===== src/rtl/mmu_pkg.sv =====
// rtl/mmu_pkg.sv - shared PTE/SDR1 field positions, walker states and match helper
// Optional feature macro: MMU_PTW_RC_UPDATE_EN (adds the ST_RC state).
package mmu_pkg;

    // PTE word0 fields
    localparam int PTE_V       = 31;
    localparam int PTE_VSID_HI = 30;
    localparam int PTE_VSID_LO = 7;
    localparam int PTE_H       = 6;
    localparam int PTE_API_HI  = 5;
    localparam int PTE_API_LO  = 0;

    // PTE word1 fields
    localparam int PTE_RPN_HI  = 31;
    localparam int PTE_RPN_LO  = 12;
    localparam int PTE_R       = 8;
    localparam int PTE_C       = 7;
    localparam int PTE_WIMG_HI = 6;
    localparam int PTE_WIMG_LO = 3;
    localparam int PTE_WIMG_I  = 5;
    localparam int PTE_PP_HI   = 1;
    localparam int PTE_PP_LO   = 0;

    // SDR1 fields
    localparam int SDR1_ORG_HI  = 31;
    localparam int SDR1_ORG_LO  = 16;
    localparam int SDR1_MASK_HI = 8;
    localparam int SDR1_MASK_LO = 0;

    typedef enum logic [2:0] {
        ST_IDLE  = 3'd0,
        ST_HASH  = 3'd1,
        ST_FETCH = 3'd2,
        ST_WAIT  = 3'd3,
        ST_CHECK = 3'd4,
        ST_LOAD  = 3'd5,
`ifdef MMU_PTW_RC_UPDATE_EN
        ST_FAULT = 3'd6,
        ST_RC    = 3'd7
`else
        ST_FAULT = 3'd6
`endif
    } ptw_state_e;

    // A PTE matches when valid, VSID and hash-select agree, and the
    // abbreviated page index equals EA[27:22].
    function automatic logic pte_match(input logic [31:0] word0,
                                       input logic [23:0] vsid,
                                       input logic        sec,
                                       input logic [5:0]  api);
        return word0[PTE_V]
            && (word0[PTE_VSID_HI:PTE_VSID_LO] == vsid)
            && (word0[PTE_H] == sec)
            && (word0[PTE_API_HI:PTE_API_LO] == api);
    endfunction

endpackage


===== src/rtl/mmu_ptw_hash.sv =====
// rtl/mmu_ptw_hash.sv - combinational HTAB hash to PTEG byte address
// Ports: vsid_i (VSID[18:0]), ea_i (EA page index [27:12]), sec_i (1 = secondary hash),
//        org_i (HTABORG), mask_i (HTABMASK), pteg_addr_o (64-byte aligned PTEG address).
module mmu_ptw_hash (
    input  logic [18:0] vsid_i,
    input  logic [27:12] ea_i,
    input  logic        sec_i,
    input  logic [15:0] org_i,
    input  logic [8:0]  mask_i,
    output logic [31:0] pteg_addr_o
);

    logic [18:0] h1;
    logic [18:0] h;

    assign h1 = vsid_i ^ {3'b000, ea_i};
    assign h  = sec_i ? ~h1 : h1;

    // The upper hash bits only select within the table when the mask allows it.
    assign pteg_addr_o = {org_i[15:9], org_i[8:0] | (h[18:10] & mask_i), h[9:0], 6'b000000};

endmodule


===== src/rtl/mmu_ptw.sv =====
// rtl/mmu_ptw.sv - PPC32 hashed page-table walker refilling the TLB on a miss
// Ports: clk_i/reset_i (sync active-low); req_i + req_ea/vsid/ks/kp_i walk request;
//        sdr1_i table base/mask; abort_i cancel; busy_o/done_o/fault_o status;
//        mem_req_o/mem_addr_o/mem_ack_i/mem_rdata_i 64-bit PTE read port;
//        tlb_load_o + tlb_new_*_o TLB entry load interface.
// Optional macro MMU_PTW_RC_UPDATE_EN adds mem_we_o/mem_wdata_o and sets PTE.R on hit.
module mmu_ptw
    import mmu_pkg::*;
#(
    parameter int MAX_OUTSTANDING = 1
) (
    input  logic        clk_i,
    input  logic        reset_i,
    input  logic        req_i,
    input  logic [31:0] req_ea_i,
    input  logic [23:0] req_vsid_i,
    input  logic        req_ks_i,
    input  logic        req_kp_i,
    input  logic [31:0] sdr1_i,
    input  logic        abort_i,
    output logic        busy_o,
    output logic        done_o,
    output logic        fault_o,
    output logic        mem_req_o,
    output logic [31:0] mem_addr_o,
    input  logic        mem_ack_i,
    input  logic [63:0] mem_rdata_i,
`ifdef MMU_PTW_RC_UPDATE_EN
    output logic        mem_we_o,
    output logic [63:0] mem_wdata_o,
`endif
    output logic        tlb_load_o,
    output logic [31:0] tlb_new_ea_o,
    output logic [31:0] tlb_new_pa_o,
    output logic [1:0]  tlb_new_pp_o,
    output logic        tlb_new_ks_o,
    output logic        tlb_new_kp_o,
    output logic        tlb_new_cacheable_o
);

    ptw_state_e  state_q, state_d;
    logic [2:0]  slot_q, slot_d;
    logic        sec_q, sec_d;
    logic        abort_pend_q, abort_pend_d;
    logic [31:12] ea_q, ea_d;
    logic [23:0] vsid_q, vsid_d;
    logic        ks_q, ks_d;
    logic        kp_q, kp_d;
    logic [15:0] org_q, org_d;
    logic [8:0]  mask_q, mask_d;
    logic [31:0] word0_q, word0_d;
    logic [31:0] word1_q, word1_d;

    logic [31:0] tlb_ea_q, tlb_ea_d;
    logic [31:0] tlb_pa_q, tlb_pa_d;
    logic [1:0]  tlb_pp_q, tlb_pp_d;
    logic        tlb_ks_q, tlb_ks_d;
    logic        tlb_kp_q, tlb_kp_d;
    logic        tlb_cach_q, tlb_cach_d;

    logic [31:0] pteg_addr;
    logic [31:0] pte_addr;
    logic        hit;

    mmu_ptw_hash u_hash (
        .vsid_i      (vsid_q[18:0]),
        .ea_i        (ea_q[27:12]),
        .sec_i       (sec_q),
        .org_i       (org_q),
        .mask_i      (mask_q),
        .pteg_addr_o (pteg_addr)
    );

    assign pte_addr = pteg_addr | {26'd0, slot_q, 3'b000};
    assign hit      = pte_match(word0_q, vsid_q, sec_q, ea_q[27:22]);

    always_comb begin
        state_d      = state_q;
        slot_d       = slot_q;
        sec_d        = sec_q;
        abort_pend_d = abort_pend_q;
        ea_d         = ea_q;
        vsid_d       = vsid_q;
        ks_d         = ks_q;
        kp_d         = kp_q;
        org_d        = org_q;
        mask_d       = mask_q;
        word0_d      = word0_q;
        word1_d      = word1_q;
        tlb_ea_d     = tlb_ea_q;
        tlb_pa_d     = tlb_pa_q;
        tlb_pp_d     = tlb_pp_q;
        tlb_ks_d     = tlb_ks_q;
        tlb_kp_d     = tlb_kp_q;
        tlb_cach_d   = tlb_cach_q;
        busy_o       = (state_q != ST_IDLE);
        done_o       = 1'b0;
        fault_o      = 1'b0;
        tlb_load_o   = 1'b0;
        mem_req_o    = 1'b0;
        mem_addr_o   = 32'd0;
`ifdef MMU_PTW_RC_UPDATE_EN
        mem_we_o     = 1'b0;
        mem_wdata_o  = 64'd0;
`endif

        case (state_q)
            ST_IDLE: begin
                abort_pend_d = 1'b0;
                if (req_i) begin
                    ea_d    = req_ea_i[31:12];
                    vsid_d  = req_vsid_i;
                    ks_d    = req_ks_i;
                    kp_d    = req_kp_i;
                    org_d   = sdr1_i[SDR1_ORG_HI:SDR1_ORG_LO];
                    mask_d  = sdr1_i[SDR1_MASK_HI:SDR1_MASK_LO];
                    state_d = ST_HASH;
                end
            end
            ST_HASH: begin
                slot_d  = 3'd0;
                sec_d   = 1'b0;
                state_d = abort_i ? ST_IDLE : ST_FETCH;
            end
            ST_FETCH: begin
                mem_req_o  = 1'b1;
                mem_addr_o = pte_addr;
                state_d    = abort_i ? ST_IDLE : ST_WAIT;
            end
            ST_WAIT: begin
                // The read cannot be withdrawn once waiting, so an abort is
                // remembered and honoured when the ack arrives.
                mem_req_o  = 1'b1;
                mem_addr_o = pte_addr;
                if (abort_i) begin
                    abort_pend_d = 1'b1;
                end
                if (mem_ack_i) begin
                    word0_d = mem_rdata_i[63:32];
                    word1_d = mem_rdata_i[31:0];
                    state_d = (abort_i || abort_pend_q) ? ST_IDLE : ST_CHECK;
                end
            end
            ST_CHECK: begin
                if (abort_i) begin
                    state_d = ST_IDLE;
                end else if (hit) begin
`ifdef MMU_PTW_RC_UPDATE_EN
                    state_d = word1_q[PTE_R] ? ST_LOAD : ST_RC;
`else
                    state_d = ST_LOAD;
`endif
                end else if (slot_q == 3'd7) begin
                    if (!sec_q) begin
                        sec_d   = 1'b1;
                        slot_d  = 3'd0;
                        state_d = ST_FETCH;
                    end else begin
                        state_d = ST_FAULT;
                    end
                end else begin
                    slot_d  = slot_q + 3'd1;
                    state_d = ST_FETCH;
                end
            end
`ifdef MMU_PTW_RC_UPDATE_EN
            ST_RC: begin
                mem_req_o   = 1'b1;
                mem_we_o    = 1'b1;
                mem_addr_o  = pte_addr;
                mem_wdata_o = {word0_q, word1_q | 32'h0000_0100};
                if (abort_i) begin
                    abort_pend_d = 1'b1;
                end
                if (mem_ack_i) begin
                    state_d = (abort_i || abort_pend_q) ? ST_IDLE : ST_LOAD;
                end
            end
`endif
            ST_LOAD: begin
                done_o     = 1'b1;
                tlb_load_o = 1'b1;
                state_d    = ST_IDLE;
            end
            ST_FAULT: begin
                fault_o = 1'b1;
                state_d = ST_IDLE;
            end
            default: begin
                state_d = ST_IDLE;
            end
        endcase

        // TLB fields change only on the way into LOAD so they stay stable
        // between loads, including across aborted walks.
        if ((state_d == ST_LOAD) && (state_q != ST_LOAD)) begin
            tlb_ea_d   = {ea_q, 12'h000};
            tlb_pa_d   = {word1_q[PTE_RPN_HI:PTE_RPN_LO], 12'h000};
            tlb_pp_d   = word1_q[PTE_PP_HI:PTE_PP_LO];
            tlb_ks_d   = ks_q;
            tlb_kp_d   = kp_q;
            tlb_cach_d = ~word1_q[PTE_WIMG_I];
        end
    end

    always_ff @(posedge clk_i) begin
        if (!reset_i) begin
            state_q      <= ST_IDLE;
            slot_q       <= 3'd0;
            sec_q        <= 1'b0;
            abort_pend_q <= 1'b0;
            ea_q         <= '0;
            vsid_q       <= '0;
            ks_q         <= 1'b0;
            kp_q         <= 1'b0;
            org_q        <= '0;
            mask_q       <= '0;
            word0_q      <= '0;
            word1_q      <= '0;
            tlb_ea_q     <= '0;
            tlb_pa_q     <= '0;
            tlb_pp_q     <= '0;
            tlb_ks_q     <= 1'b0;
            tlb_kp_q     <= 1'b0;
            tlb_cach_q   <= 1'b0;
        end else begin
            state_q      <= state_d;
            slot_q       <= slot_d;
            sec_q        <= sec_d;
            abort_pend_q <= abort_pend_d;
            ea_q         <= ea_d;
            vsid_q       <= vsid_d;
            ks_q         <= ks_d;
            kp_q         <= kp_d;
            org_q        <= org_d;
            mask_q       <= mask_d;
            word0_q      <= word0_d;
            word1_q      <= word1_d;
            tlb_ea_q     <= tlb_ea_d;
            tlb_pa_q     <= tlb_pa_d;
            tlb_pp_q     <= tlb_pp_d;
            tlb_ks_q     <= tlb_ks_d;
            tlb_kp_q     <= tlb_kp_d;
            tlb_cach_q   <= tlb_cach_d;
        end
    end

    assign tlb_new_ea_o        = tlb_ea_q;
    assign tlb_new_pa_o        = tlb_pa_q;
    assign tlb_new_pp_o        = tlb_pp_q;
    assign tlb_new_ks_o        = tlb_ks_q;
    assign tlb_new_kp_o        = tlb_kp_q;
    assign tlb_new_cacheable_o = tlb_cach_q;

    // The walker keeps a single read in flight: an ack is only legal
    // against the request currently presented.
    assert property (@(posedge clk_i) disable iff (!reset_i)
        mem_ack_i |-> (mem_req_o && (MAX_OUTSTANDING == 1)));

    // Fields of SDR1 and PTE word1 that the walker does not interpret.
`ifdef MMU_PTW_RC_UPDATE_EN
    logic unused_bits;
    assign unused_bits = ^{sdr1_i[15:9]};
`else
    logic unused_bits;
    assign unused_bits = ^{sdr1_i[15:9], word1_q[11:6], word1_q[4:2]};
`endif

endmodule


===== config.mk =====
export PLATFORM = sky130hd
export DESIGN_NAME = mmu_ptw
export DESIGN_NICKNAME = d
export VERILOG_FILES = /design/src/rtl/mmu_pkg.sv /design/src/rtl/mmu_ptw_hash.sv /design/src/rtl/mmu_ptw.sv
export SDC_FILE = /design/constraint.sdc
export NUM_CORES = 1
export LEC_CHECK = 0
export BUFFER_PORTS_ARGS = -buffer_cell sky130_fd_sc_hd__buf_2
export CAP_MARGIN = 20
export CORE_ASPECT_RATIO = 1.25
export CORE_MARGIN = 2
export CORE_UTILIZATION = 51
export DETAILED_ROUTE_END_ITERATION = 8
export PLACE_DENSITY = 0.82
export SYNTH_ARGS = -nofsm -noshare
export SYNTH_HDL_FRONTEND = slang
export SYNTH_SLANG_ARGS = --single-unit

===== constraint.sdc =====
create_clock -name clk_i -period 3.38 [get_ports clk_i]
set_input_delay 1.014 -clock clk_i [delete_from_list [all_inputs] [get_ports clk_i]]
set_output_delay 1.014 -clock clk_i [all_outputs]
set_load 0.02 [all_outputs]

# Word level (Yosys, flattened, before mapping)
# Index checks and enable logic that the tools add are counted.
[totals]
reg_bits = 188
input_bits = 159
output_inout_bits = 106
elab_cells = 83
[op_classes]
addsub = 1
n_eq_ne = 17
n_mux = 26
bitwise_logic = 6
reduce_logical = 15
[ops]
columns = ["cell", "n"]
rows = [
  ["two-way mux 3 bit", 11],
  ["two-way mux 32 bit", 1],
  ["OR 32 x 6 -> 32 bit", 1],
  ["== test 24 bit", 1],
  ["two-way mux 19 bit", 1],
  ["NOT 19 bit", 1],
  ["bitwise XOR 19 x 16 -> 19 bit", 1],
  ["== test 3 bit, second input constant", 5],
  ["case mux 3 bit (5 select lines)", 1],
  ["bitwise AND 9 bit", 1],
  ["OR 9 bit", 1],
  ["!= test 2 bit, second input constant", 4],
  ["AND reduction 4 bit", 2],
  ["two-way mux 1 bit", 7],
  ["== test 3 x 2 -> 1 bit, second input constant", 2],
  ["== test 6 bit", 1],
  ["!= test 3 bit, second input constant", 2],
  ["case mux 3 bit (2 select lines)", 1],
  ["AND reduction 2 bit", 3],
  ["logical AND 1 bit", 4],
  ["two-way mux 2 bit", 2],
  ["case mux 1 bit (2 select lines)", 2],
  ["nonzero test 2 bit", 2],
  ["adder 3 x 1 -> 3 bit, second input constant", 1],
  ["7 further kinds", 7],
]

# Logic depth before layout (Yosys ltp)
# Gate-level depths: netlist of the first run.
[depth]
ltp_word = 9
mapped_depth = 9
ltp_nobuf = 7

# Modules after synthesis
# From an unflattened synthesis of the first run, not the netlist that was laid out.
[hier_totals]
hier_cells = 964
area_unflattened_um2 = 8232.9
[modules_own_cells]
columns = ["module", "instances", "cells_each", "area_each_um2", "seq_area_each_um2"]
rows = [
  ["mmu_ptw", 1, 910, 7701.1, 3583.4],
  ["mmu_ptw_hash", 1, 54, 531.8, 0.0],
]

# Worst setup path after synthesis of the first run
# Ideal clock, no wire load.
[synth_timing]
path_kind = "register -> output"
start = "register sec_q"
end = "output port mem_addr_o[19]"
t_arrival_ps = 1517
t_required_ps = 2366
slack_ps = 849
stages_incl_launch_ff = 7
path_buffers = 2
cell_sequence = "dfxtp_1 -> clkbuf_2 -> clkbuf_1 -> xnor2_1 -> xnor2_1 -> a21oi_1 -> nor2_1"
[synth_via]
elab_chain_len = 5
[synth_lines]
columns = ["item", "line_no", "rtl"]
rows = [
  ["start: declaration", "mmu_ptw.sv:43", "logic sec_q, sec_d;"],
  ["start signal: assignment", "mmu_ptw.sv:210", "sec_q <= 1'b0;"],
  ["start signal: assignment", "mmu_ptw.sv:229", "sec_q <= sec_d;"],
  ["two-way mux 19 bit", "mmu_ptw_hash.sv:17", "assign h = sec_i ? ~h1 : h1;"],
  ["bitwise AND 9 bit", "mmu_ptw_hash.sv:20", "assign pteg_addr_o = {org_i[15:9], org_i[8:0] | (h[18:10] & mask_i), h[9:0], 6'b000000};"],
  ["OR 9 bit", "mmu_ptw_hash.sv:20", ""],
  ["OR 32 x 6 -> 32 bit", "mmu_ptw.sv:74", "assign pte_addr = pteg_addr | {26'd0, slot_q, 3'b000};"],
  ["two-way mux 32 bit", "mmu_ptw.sv:107", "case (state_q)"],
  ["end: declaration", "mmu_ptw.sv:25", "output logic [31:0] mem_addr_o,"],
]
# Every way passes these cells.

# Worst setup path after layout of the first run
[layout_timing]
start = "register state_q[1]"
end = "output port mem_addr_o[25]"
[layout_via]
elab_chain_len = 3
word_cells_on_any_way = 4
cone_classes = "eq/ne (2); mux (1); reduce/logical (1)"
[layout_lines]
columns = ["item", "line_no", "rtl"]
rows = [
  ["start: declaration", "mmu_ptw.sv:41", "ptw_state_e state_q, state_d;"],
  ["start signal: assignment", "mmu_ptw.sv:227", "state_q <= state_d;"],
  ["== test 3 x 2 -> 1 bit", "mmu_ptw.sv:107", ""],
  ["OR reduction 2 bit (no line) (*)", "n/a", ""],
  ["two-way mux 32 bit (*)", "mmu_ptw.sv:107", ""],
]
# Mark *: on every way between the ends. The rest lies on a longest branch, timed or not.

==> results.toml, run 1 <==
[setup_path]
worstReg2RegStart = "sec_q"
crit_start = "state_q[1]"
arrival_ps = 2050
start_kind = "flip-flop"
critPathCaptureType = "primary output"
critical_path_class = "reg -> out"
path_max_fanout = 13
ff2ff_path_depth = 6
required_ps = 2370

[drt]
wl_um = 20000
vias = 6859
drc = 0
drt_iter0_markers = 416
routed_via_density = 4.99
ant_nets = 0
wl_per_cell_um = 14.5
first_pass_iters = 5

[sta]
finalHoldViolations = 0
slew_viol_final = 0
worst_hold_slack_ps = 452
period_needed_ps = 3070
rsz0062_at_grt = "no"
finClkSkew_ps = 12.6
relSlewSlack_pct = 59.4
fmax_mhz = 326
tightest_slew_ps = 608
fin_crit_sh_pct = 90.8
finalSetupTns_ps = 0
setup_viol = 0

[clocking]
clk_pin_slew_ps = 60
clkLatencyLatePin_ps = 430
clock_sink_count = 179
root_buffer = "clkbuf_16"
cts_tree = "yes"
cts_resized = 0
numCtsBuffers = 17
h-tree-depth = 4
clockBufferDepth = 2
cts_hold_buf = 0
cts_setup_buffers = 0

[min_path]
holdPathStages = 2
hp-start = "word1_q[25]"
hp-class = "reg -> reg"

[floorplanning]
chipHeight_um = 144
die_x_um = 116
die-area_um2 = 16800
core_um2 = 15500
initial_core_util_pct = 51.9
rows = 51
pin_count = 265

[global_routing]
grt_max_degree = 88
grt_overflow = 0
grt.total_usage_pct = 23.6
grt_pass1_wl_um = 30700
grtUsageMet2_pct = 39.4
grt_pass1_vias = 6245
grtUsageMet1_pct = 27.6
use_met3_pct = 7.54
grt_most_used_layer = "met2"
antenna_found_initial = 10

[synthesis]
syn-mean-instance-area_um2 = 8.31
synth_common_cells = "nand2_1, dfxtp_1, a21boi_0"
yosysTopAreaCell = "dfxtp_1"
synth_edf_count = 0
synthCells = 968
ys_seq_area_share_pct = 44.5
synth_most_common_cell = "nand2_1"
netlist_area_um2 = 8050
ys_ff_latch = 179
synthFlopType = "dfxtp_1"
yosysWarnings = 0
yosysUniqueCellTypes = 45
yosysTopAreaCellShare_pct = 44.5
ys_top_cells_by_area = "dfxtp_1, nand2_1, a21boi_0"
ys_async_sr_fraction_pct = 0

[pwr]
totalPowerFinal_w = 0.00459
p_sw_share_pct = 25.6
internal_power_w = 0.00341
p_comb_share_pct = 9.9
irDropWorstVdd_mv = 0.318
power_density_nw_per_um2 = 474
power_frac_clock_pct = 41.4
p_leak_nw = 3.93
p_sw_w = 0.00118
p_seq_share_pct = 48.7

[place]
io_buffers = 209
routabilityCongestion = 0.854
post-dp-hpwl_um = 14100

[finish]
finish.utilization_pct = 62.4
fill_cells = 1366
nets = 1301
syn_to_final_growth_pct = 20.3
layout-drive-gt1-share_pct = 22.7
multi_input_area_um2 = 4010
register_area_um2 = 3580

[run]
maxCapViolations = 0

[run_status]
outcome = "completed"
[state kept, by name, summed over array words and instances, names as in the netlist, 2 cells and up]
signal	cells
word0_q	32
vsid_q	24
word1_q	23
ea_q	20
tlb_new_ea_o	20
tlb_new_pa_o	20
org_q	16
mask_q	9
slot_q	3
state_q	3
tlb_new_pp_o	2
[worst paths after layout]
check / to / slack [ps]
max: mem_addr_o[25] / 310
max reg2reg: tlb_new_pa_o[28] / 830
min reg2reg: word1_q[25] / 450
min: word1_q[25] / 450
[layer usage]
metal,up-vias,routed length [um]
met5,-,11
met4,2,627
met3,38,1440
met2,225,9790
met1,3158,8080
li1,3436,-
[stage by stage]
step                      instances  setup WS, ps  area [um2]
after detailed placement       1333           743        9090
after CTS                      1365           273        9660
after global placement         1333           753        9090
after global routing           1371          87.3        9670
after floorplan                 994           849        8140
final                          1374           312        9680
[cells in the final DEF (no fill, tap or decap), drive strengths merged, types with 2 or more instances in the layout]
| cell | netlist | layout |
|---|---|---|
| o211ai | 2 | 2 |
| nand4 | 12 | 12 |
| clkbuf | 57 | 19 |
| nand2 | 348 | 348 |
| and2 | 11 | 11 |
| clkinv | 0 | 7 |
| nor3 | 2 | 2 |
| buf | 39 | 223 |
| xnor2 | 53 | 53 |
| xor2 | 13 | 13 |
| conb | 1 | 27 |
| nor2 | 24 | 24 |
| o21ai | 6 | 6 |
| nand2b | 2 | 2 |
| ha | 2 | 2 |
| or4 | 2 | 2 |
| nor2b | 3 | 3 |
| a31oi | 2 | 2 |
| diode | 0 | 9 |
| o21a | 5 | 5 |
| nor3b | 2 | 2 |
| a21boi | 127 | 127 |
| dfxtp | 179 | 179 |
| a21oi | 11 | 11 |
| mux2i | 47 | 47 |
| inv | 5 | 9 |
| nor4 | 2 | 2 |
[power by group through the flow]
stage	clock (W)	combinational (W)	sequential (W)
floorplan	0	0.000323	0.00226
global placement	0	0.000447	0.00228
detailed placement	0	0.000452	0.00228
CTS	0.00193	0.000455	0.00223
global route	0.00202	0.000505	0.00224
finish	0.00190	0.000454	0.00223
[cell type report]
class	count	area share [%]
diodes	9	0.233
clock buffers	19	4.58
clock inverters	13	1.29
inverters	5	0.194
multi-input cells	714	41.5
flip-flops and latches	179	37.0
well taps	212	2.74
repair buffers	223	12.5
[critical path, cell delays in order, from the launching register on]
cell     delay, ps
dfxtp_1        560
nand2_1        410
inv_2          320
and2_1         170
buf_2          160
[kinds of logic (layout without fill, tap and decap cells)]
kind of cell    after synthesis  after routing  share of synthesized area [%]
simple gates                412            412                           20.6
flops                       179            179                           44.5
compound gates              159            159                           14.4
buf+inv                     101            260                           6.98
xor+xnor                     66             66                           7.19
mux                          48             48                           5.99
fa+ha+maj                     2              2                          0.311
other cells                   1             36                         0.0466
(Power assumes the default switching activity.)
==> run 2: changes to the inputs <==
--- a/constraint.sdc
+++ b/constraint.sdc
@@ -3,2 +3,2 @@
 set_output_delay 1.014 -clock clk_i [all_outputs]
-set_load 0.02 [all_outputs]
+set_load 0.005 [all_outputs]
==> run 2 against run 1 <==
  * Combinational power down 7.0%
  * Final area about the same
  * Global-route usage down 0.12 points
  * Hold slack worse by 0.93 ps
  * Largest cell class unchanged
  * Power up 0.24%
  * Routed wire length up 0.17%
  * Critical path depth unchanged
  * Sequential power about the same
  * First-iteration DRC count up 1.4%
==> results.toml, run 2 (same netlist as run 1, synthesis figures left out) <==
[pwr]
irDropWorstVdd_mv = 0.370
totalPowerFinal_w = 0.00460
power_density_nw_per_um2 = 475
internal_power_w = 0.00342
p_sw_share_pct = 25.6
p_leak_nw = 3.93
power_frac_clock_pct = 42.3
p_sw_w = 0.00118
p_comb_share_pct = 9.2
p_seq_share_pct = 48.5

[floorplanning]
chipHeight_um = 144
die_x_um = 116
initial_core_util_pct = 51.9
pin_count = 265
rows = 51
core_um2 = 15500
die-area_um2 = 16800

[sta]
period_needed_ps = 3020
fin_crit_sh_pct = 89.4
slew_viol_final = 0
rsz0062_at_grt = "no"
tightest_slew_ps = 609
finalHoldViolations = 0
relSlewSlack_pct = 59.4
fmax_mhz = 331
finalSetupTns_ps = 0
finClkSkew_ps = 13.7
setup_viol = 0

[finish]
layout-drive-gt1-share_pct = 22.8
top_regs = "word0_q: 32 flops, vsid_q: 24 flops, word1_q: 23 flops"
top_register = "word0_q"
syn_to_final_growth_pct = 20.4
layout_common_cells = "nand2_1, buf_2, dfxtp_1, a21boi_0, xnor2_1"
final_common_cell = "nand2_1"
largest_reg_flops = 32
fill_cells = 1378
nets = 1301

[place]
routabilityCongestion = 0.856
post-dp-hpwl_um = 14100
io_buffers = 209

[drt]
ant_nets = 0
drt_iter0_markers = 422
wl_per_cell_um = 14.6
vias = 6834
first_pass_iters = 5
wl_um = 20000
drc = 0
routed_via_density = 4.99

[global_routing]
grt_most_used_layer = "met2"
grt_pass1_wl_um = 30600
use_met3_pct = 7.75
antenna_found_initial = 8
grtUsageMet2_pct = 40.6
grt_pass1_vias = 6276
grtUsageMet1_pct = 26.6
grt_max_degree = 90
grt_overflow = 0
grt.total_usage_pct = 23.5

[setup_path]
start_kind = "flip-flop"
path_max_fanout = 13
critical_path_class = "reg -> out"
critPathCaptureType = "primary output"
arrival_ps = 2010
required_ps = 2370

[clocking]
h-tree-depth = 4
clock_sink_count = 179
clkLatencyLatePin_ps = 430
numCtsBuffers = 17
cts_tree = "yes"
clk_pin_slew_ps = 70
clockBufferDepth = 2
cts_resized = 0
cts_hold_buf = 0
root_buffer = "clkbuf_16"
cts_setup_buffers = 0

[run]
maxCapViolations = 0

[run_status]
outcome = "completed"

[min_path]
hp-class = "reg -> reg"
-- run 2: cell types whose count changed in the layout (fill, tap and decap cells not counted), sizes merged --
cell      previous run  this run
clkinvlp             1         2
clkbuf              19        18
clkinv               7         3
diode                9         5
inv                  9        13
-- run 2: area by class of cell --
cell class	instances	area (um2)	share of cell area (%)
diodes	5	12.5	0.129
clock buffers	18	439	4.54
clock inverters	14	143	1.47
inverters	5	18.8	0.194
multi-input cells	714	4010	41.5
flip-flops and latches	179	3580	37.0
well taps	212	265	2.74
repair buffers	223	1210	12.5
-- run 2: critical path, stage by stage, from the launching register on --
cell and delay (ps):
dfxtp_1 580, nand2_1 410, buf_4 320, nor2_1 140, buf_2 140
-- run 2: metrics by stage --
step / std cells / cell area, um2 / hold slack (ps) / util (%) / setup WS (ps)
CTS: 1365 / 9670 / 456 / 62.4 / 353
global route: 1369 / 9680 / 467 / 62.4 / 187
global placement: 1333 / 9090 / 435 / 58.6 / 813
finish: 1370 / 9680 / 451 / 62.4 / 359
floorplan: 994 / 8140 / 430 / - / 1030
detailed placement: 1333 / 9090 / 443 / 58.6 / 832
-- run 2: routing by layer --
metal / vias to the layer above / share of wire, %
met5: - / 0.095
met4: 4 / 2.5
met3: 39 / 7.3
met2: 216 / 50
met1: 3157 / 40
li1: 3418 / -
-- run 2: worst paths after layout --
check | startpoint | end | slack [ps] | depth (start not counted)
max | state_q[1] | mem_addr_o[10] | 360 | 4
min | tlb_new_ea_o[14] | tlb_new_ea_o[14] | 450 | 2
max reg2reg | ea_q[27] | tlb_new_ks_o | 840 | 6
min reg2reg | tlb_new_ea_o[14] | tlb_new_ea_o[14] | 450 | 2
-- run 2: power by group through the flow --
stage / sequential [W] / combinational [W] / clock, W
detailed placement: 0.00228 / 0.000422 / 0
finish: 0.00223 / 0.000422 / 0.00194
floorplan: 0.00226 / 0.000292 / 0
global placement: 0.00228 / 0.000417 / 0
global route: 0.00224 / 0.000470 / 0.00206
CTS: 0.00223 / 0.000424 / 0.00198
==> run 3: changes to the inputs <==
- BUFFER_PORTS_ARGS: -buffer_cell sky130_fd_sc_hd__buf_2 -> unset
- DONT_BUFFER_PORTS: unset -> 1
- GPL_TIMING_DRIVEN: unset -> 0
- PLACE_DENSITY: 0.82 -> 0.68
==> run 3 against run 2 <==
  * Setup slack got worse by 190 ps
  * Die area unchanged
  * Combinational power shrank 8.8%
  * Final area fell by 7.1%
  * Highest routed layer is now met4
==> results.toml, run 3 (same netlist as run 1, synthesis figures left out) <==
[run_status]
outcome = "completed"

[sta]
tightest_slew_ps = 729
setup_viol = 0
fin_crit_sh_pct = 94.9
slew_viol_final = 0
finalHoldViolations = 0
finClkSkew_ps = 10.4
period_needed_ps = 3210
fmax_mhz = 312
relSlewSlack_pct = 50.7
setup_ws_ps = 172
finalSetupTns_ps = 0
rsz0062_at_grt = "no"

[setup_path]
crit_start = "sec_q"
critPathCaptureType = "primary output"
required_ps = 2370
arrival_ps = 2190
start_kind = "flip-flop"
worstReg2RegStart = "ea_q[25]"
critical_path_class = "reg -> out"
path_max_fanout = 10

[clocking]
clk_pin_slew_ps = 70
clock_sink_count = 179
clkLatencyLatePin_ps = 430
cts_setup_buffers = 0
cts_hold_buf = 0
numCtsBuffers = 17
cts_tree = "yes"
root_buffer = "clkbuf_16"
clockBufferDepth = 2
cts_resized = 0
h-tree-depth = 4

[pwr]
irDropWorstVdd_mv = 0.313
power_density_nw_per_um2 = 511
p_leak_nw = 3.15

[finish]
nets = 1174
top_register = "word0_q"
top_regs = "word0_q: 32 flops, vsid_q: 24 flops, word1_q: 23 flops"
layout_common_cells = "nand2_1, dfxtp_1, a21boi_0, clkbuf_1, xnor2_1"
antennaDiodeCount = 0
layout-drive-gt1-share_pct = 7.12
syn_to_final_growth_pct = 11.9
largest_reg_flops = 32
final_common_cell = "nand2_1"
finish.utilization_pct = 58.0

[drt]
vias = 6330
wl_per_cell_um = 17.5
routed_via_density = 5.11
drc = 0
ant_nets = 0
drt_iter0_markers = 365
wl_um = 21600
first_pass_iters = 5

[global_routing]
grt_max_degree = 17
antenna_found_initial = 0
grt_pass1_wl_um = 32300
grt_pass1_vias = 5985
grt_overflow = 0
grt.total_usage_pct = 25.6

[floorplanning]
pin_count = 265
rows = 51
core_um2 = 15500
chipHeight_um = 144
die-area_um2 = 16800
die_x_um = 116
initial_core_util_pct = 51.9

[run]
maxCapViolations = 0

[place]
dp_slack_ps = 644
io_buffers = 0
post-dp-hpwl_um = 16600
routabilityCongestion = 0.863

[min_path]
hp-start = "word1_q[5]"
hp-class = "reg -> reg"
==> run 3: cell count changes in the layout (fill, tap and decap cells not counted), moves of 2 or more <==
cell	delta
buf_1	+3
buf_2	-205
buf_4	+18
clkbuf_1	+56
clkinv_2	+2
diode_2	-5
inv_6	-4
==> run 3: final cells by class <==
class                           count  area (um2)
Tap cell                          212         265
Sequential cell                   179        3580
Clock buffer                       18         439
Inverter                            5        18.8
Clock inverter                     14         153
Buffer                             96         543
Multi-Input combinational cell    714        4000
Fill cell                        1506        6510
==> run 3: critical path: stages (launching register included) <==
cell and delay [ps]:
dfxtp_1 310, clkbuf_2 160, clkbuf_1 580, xnor2_1 270, xnor2_1 230, a21oi_1 90, nor2_1 120
==> run 3: path summary, 6_finish.rpt <==
check / to / slack [ps] / depth (start not counted)
worst max register to register: tlb_new_pa_o[29] / 910 / 8
worst min-delay path: word1_q[5] / 450 / 2
worst min register to register: word1_q[5] / 450 / 2
worst max-delay path: mem_addr_o[19] / 170 / 6
==> run 3: metal layers <==
layer  wire length (um)  vias to the layer above  track usage [%]
li1                   -                     3170                -
met1               8870                     2935             30.3
met2              10600                      200             43.9
met3               1720                       25             8.47
met4                414                        0             7.77
met5                  0                        -                0
==> run 3: per-stage QoR <==
stage | power, W | instance area, um2 | instances | hold WS, ps
4_1_cts | 0.00463 | 9000 | 1238 | 450
3_3_place_gp | 0.00266 | 8410 | 1206 | 436
2_1_floorplan | 0.00255 | 8140 | 994 | 430
6_report | 0.00460 | 9000 | 1238 | 446
3_5_place_dp | 0.00267 | 8410 | 1206 | 440
5_1_grt | 0.00476 | 9000 | 1238 | 474
==> run 3: where the power goes <==
group	switching (W)	internal, W
clock	0.000867	0.00112
combinational	0.000232	0.000154
sequential	0.0000620	0.00217
total	0.00116	0.00344
